## src/rtl/lfsr16.sv

```systemverilog
// 16-bit Fibonacci LFSR, taps 16,14,13,11; advances every cycle.
// Ports:
//   clk  in   clock
//   rst  in   synchronous active-high reset, loads seed
//   seed in   16-bit nonzero seed
//   out  out  current LFSR state
module lfsr16 (
  input  logic        clk,
  input  logic        rst,
  input  logic [15:0] seed,
  output logic [15:0] out
);

  always_ff @(posedge clk) begin
    if (rst) begin
      out <= seed;
    end else begin
      out <= {out[14:0], out[15] ^ out[13] ^ out[12] ^ out[10]};
    end
  end

endmodule

```

## config.mk

```make
export PLATFORM = sky130hd
export DESIGN_NAME = lfsr16
export DESIGN_NICKNAME = d
export VERILOG_FILES = /design/src/rtl/lfsr16.sv
export SDC_FILE = /design/constraint.sdc
export NUM_CORES = 1
export LEC_CHECK = 0
export ABC_AREA = 1
export CORE_MARGIN = 4
export CORE_UTILIZATION = 30
export CTS_CLUSTER_SIZE = 12
export DETAILED_ROUTE_END_ITERATION = 10
export PLACE_DENSITY = 0.63
export SKIP_CTS_REPAIR_TIMING = 1
export SYNTH_ARGS = -nofsm -noshare
export SYNTH_HDL_FRONTEND = slang
export SYNTH_SLANG_ARGS = --single-unit
```

## constraint.sdc

```tcl
create_clock -name clk -period 1.44 [get_ports clk]
set_clock_uncertainty 0.2 [all_clocks]
set_input_delay 0.144 -clock clk [delete_from_list [all_inputs] [get_ports clk]]
set_output_delay 0.144 -clock clk [all_outputs]
set_load 0.1 [all_outputs]
```

# Word level (Yosys, flattened, before mapping)
# Index checks and enable logic that the tools add are counted.
[word_totals] reg_bits=16 in_bits=18 word_cells=5
[classes] mux=1 bitwise_logic=3
[ops] cell="$mux 16" count=1
[ops] cell="$xor 1x1->1" count=3

# Longest topological paths before layout
[depth] depth_word=4 ltp_mapped=6 mapped_depth_nobuf=6

# Worst setup path after synthesis
# No wires, ideal clock.
[synth_timing] path_kind="register to register" startpoint="register out[10]" endpoint="register out[0]" setup_ns=0.113 arrival_time_ns=1.370 required_ns=1.127 slack_ns=-0.243 path_stages_with_launch=6 path_buffers=0 period_less_slack_ns=1.683 path_cell_list="dfxtp_1 > nand2_1 > nand2_1 > nand2_1 > nand3_1 > nand2_1"
[synth_between] elab_chain_len=2
[synth_rtl] element="from (decl)" line_no="11" rtl="output logic [15:0] out"
[synth_rtl] element="from (signal assigned)" line_no="18" rtl="out <= {out[14:0], out[15] ^ out[13] ^ out[12] ^ out[10]};"
[synth_rtl] element="$xor 1x1->1" line_no="18"
[synth_rtl] element="$mux 16" line_no="15" rtl="if (rst) begin"
# Every way passes these cells.

# Worst setup path in the final report
[layout_timing] startpoint="register out[6]" endpoint="output port out[6]"
# No word-level cell between the ends.

==> out/results.txt <==
First-pass DRT Iterations: 3
RR Startpoint: out[10]
DIE WIDTH: 52.7 µm
WP data arrival: 0.87 ns
Clock transition at path regs: 0.08 ns
Final hold violations: 0
Worst EP required: 1.10 ns
Core ar.: 1800 µm²
Largest net degree at the start of global routing: 14
Share of the synthesized area in the top cell type: 53.4%
Post-synth cell types: 10
Worst VDD drop: 0.607 mV
Max-slew violation count: 0
Post-Synth XOR/XNOR Area: 1.46%
Tot GR Track Use: 10.9%
Setup ws final: 0.223 ns
Die height: 52.7 µm
Crit path largest cell delay: 0.40 ns
CTS Sinks: 16
Largest register FFs: 16
Startpoint types: flop
Longest Clk Path Bufs: 2
Dominant cells by area after synthesis: dfxtp_1 (53%), nand2_1 (30%), buf_6 (3.8%)
First-pass GRT wire length: 2170 µm
Largest delay contributor family on the critical path: flip-flops
Initial antenna violation count: 0
Final min period: 1.22 ns
Placement Cell Area: 1100 µm²
Most flops, register: out
Clk Latency, worst-skew pair: 0.28 ns
ANT cells: 0
Vias: 571
Vias/cell: 4.08
Cells after Synth: 80
Synth Area in Compound Gates: 2.51%
Vias in the first global route: 507
# H-tree levels: 1
Antenna Nets Post-Route: 0
Fin Setup TNS: 0 ns
CP Max Fanout: 2
Post-DP HPWL: 1150 µm
Dpl ws: 0.0975 ns
Max Clk Rate: 822 MHz
Post-synthesis adder-cell area fraction: 0%
Total of max-cap violations: 0
Die area: 2780 µm²
I/O Buffers: 33
Fin nets: 135
Final setup vio count: 0
Synth Cell Area: 599 µm²
Max_slew headroom: 77.2%
CTS tree: built
Most frequent cells in the layout: nand2_1 (48), clkdlybuf4s50_1 (17), buf_12 (16)
Ordered cell list for the critical path: buf_12
Status: completed
Placed cells: 137
# rows: 15
Syn Nets: 98
Sequential share of the synthesized area: 53.4%
Hold Path Origin: seed[12]
# DRC: 0
Period utilisation layout: 84.5%
R2R setup slack: 0.38 ns
DR iter-0 viols: 3
Worst setup EP type: output port
Io pins: 34
RSZ-0062 raised after global routing: false
Starting Density: 33.3%
Leak pwr: 0.550 nW
Hold Crit Class: in -> reg
Worst setup path class: reg -> out
CP startpoint: out[6]
DR WL/cell: 9.96 µm
Post-synthesis mux area share: 0%
Synth Area per Inst: 7.49 µm²
Layout cells sized above 1: 22.6%
Worst-Margin Slew: 0.342 ns
Simple-Gate Fraction of Synth Area: 32.6%
Synth warnings: 0
Final core occ: 62.5%
Largest family of logic cells by synthesized area: simple AND/OR/NAND/NOR gates
GPL Wtd Cong: 0.799
WP buf/inv: 1
Largest regs: out x16
Finished Cell Area: 1130 µm²
Area grow syn2layout: 87.9%
Commonest non-fill, non-tap cell in the layout: nand2_1
Synth Register Bits: 16
Root cell of the clock tree: clkbuf_4
Routed wire length: 1390 µm
Slowest stage cell, crit path: dfxtp_1
GRT Residual Overflow: 0
Pwr dens: 1230 nW/µm²
Total CTS buffers: 3
Top cell type by total area after synthesis: dfxtp_1
Final Instance Count excl. Fillers: 140
kinds of logic after synthesis:
family | Yosys count
AOI/OAI and AO/OA | 3
xor gates and xnor gates | 1
buffers and inverters | 9
DFF | 16
and+or+nand+nor | 51
synthesized netlist by cell type:
cell type / instances
o21ai_0: 3
xnor2_1: 1
nand2_1: 48
buf_8: 1
nor2_2: 1
dfxtp_1: 16
buf_6: 2
nor2_1: 1
inv_1: 6
nand3_1: 1
worst reg2reg max path, delay by kind of cell, from the launching register on:
family | cells | cell delay, ns
DFF | 1 | 0.36
and+or+nand+nor | 5 | 0.37
buffers and inverters | 1 | 0.04
metrics by stage:
stage	hold WS [ns]	total power, W
after floorplan	0.0500	0.000918
after global placement	0.269	0.00117
after detailed placement	0.272	0.00118
after CTS	0.181	0.00141
after global routing	0.187	0.00145
final	0.191	0.00139
power by group:
group	switching [W]	leakage, nW	internal [W]
Combinational	0.000387	0.401	0.000235
Clock	0.000127	0.0138	0.0000970
Sequential	0.0000531	0.135	0.000490
Total	0.000568	0.550	0.000821
worst paths after layout:
kind | end | cells after the start
hold / removal | out[12] | 3
setup / recovery | out[6] | 1
hold reg to reg | out[15] | 2
setup reg to reg | out[0] | 6
per-layer routing:
metal	share of wire, %	up-vias	global-route usage, %
met1	39	245	11.3
met2	52	18	18.0
met5	0	-	0
met3	7.2	2	4.84
met4	1.9	0	6.38
li1	-	306	-
layout make-up:
| class | instances | area [µm²] |
|---|---|---|
| clock buffer | 3 | 22.5 |
| timing repair buffer | 35 | 505 |
| inverter | 6 | 22.5 |
| tap | 25 | 31.3 |
| sequential | 16 | 325 |
| multi-input combinational | 55 | 219 |
| fill | 152 | 676 |
No activity file was read; power rests on OpenSTA's default activity.
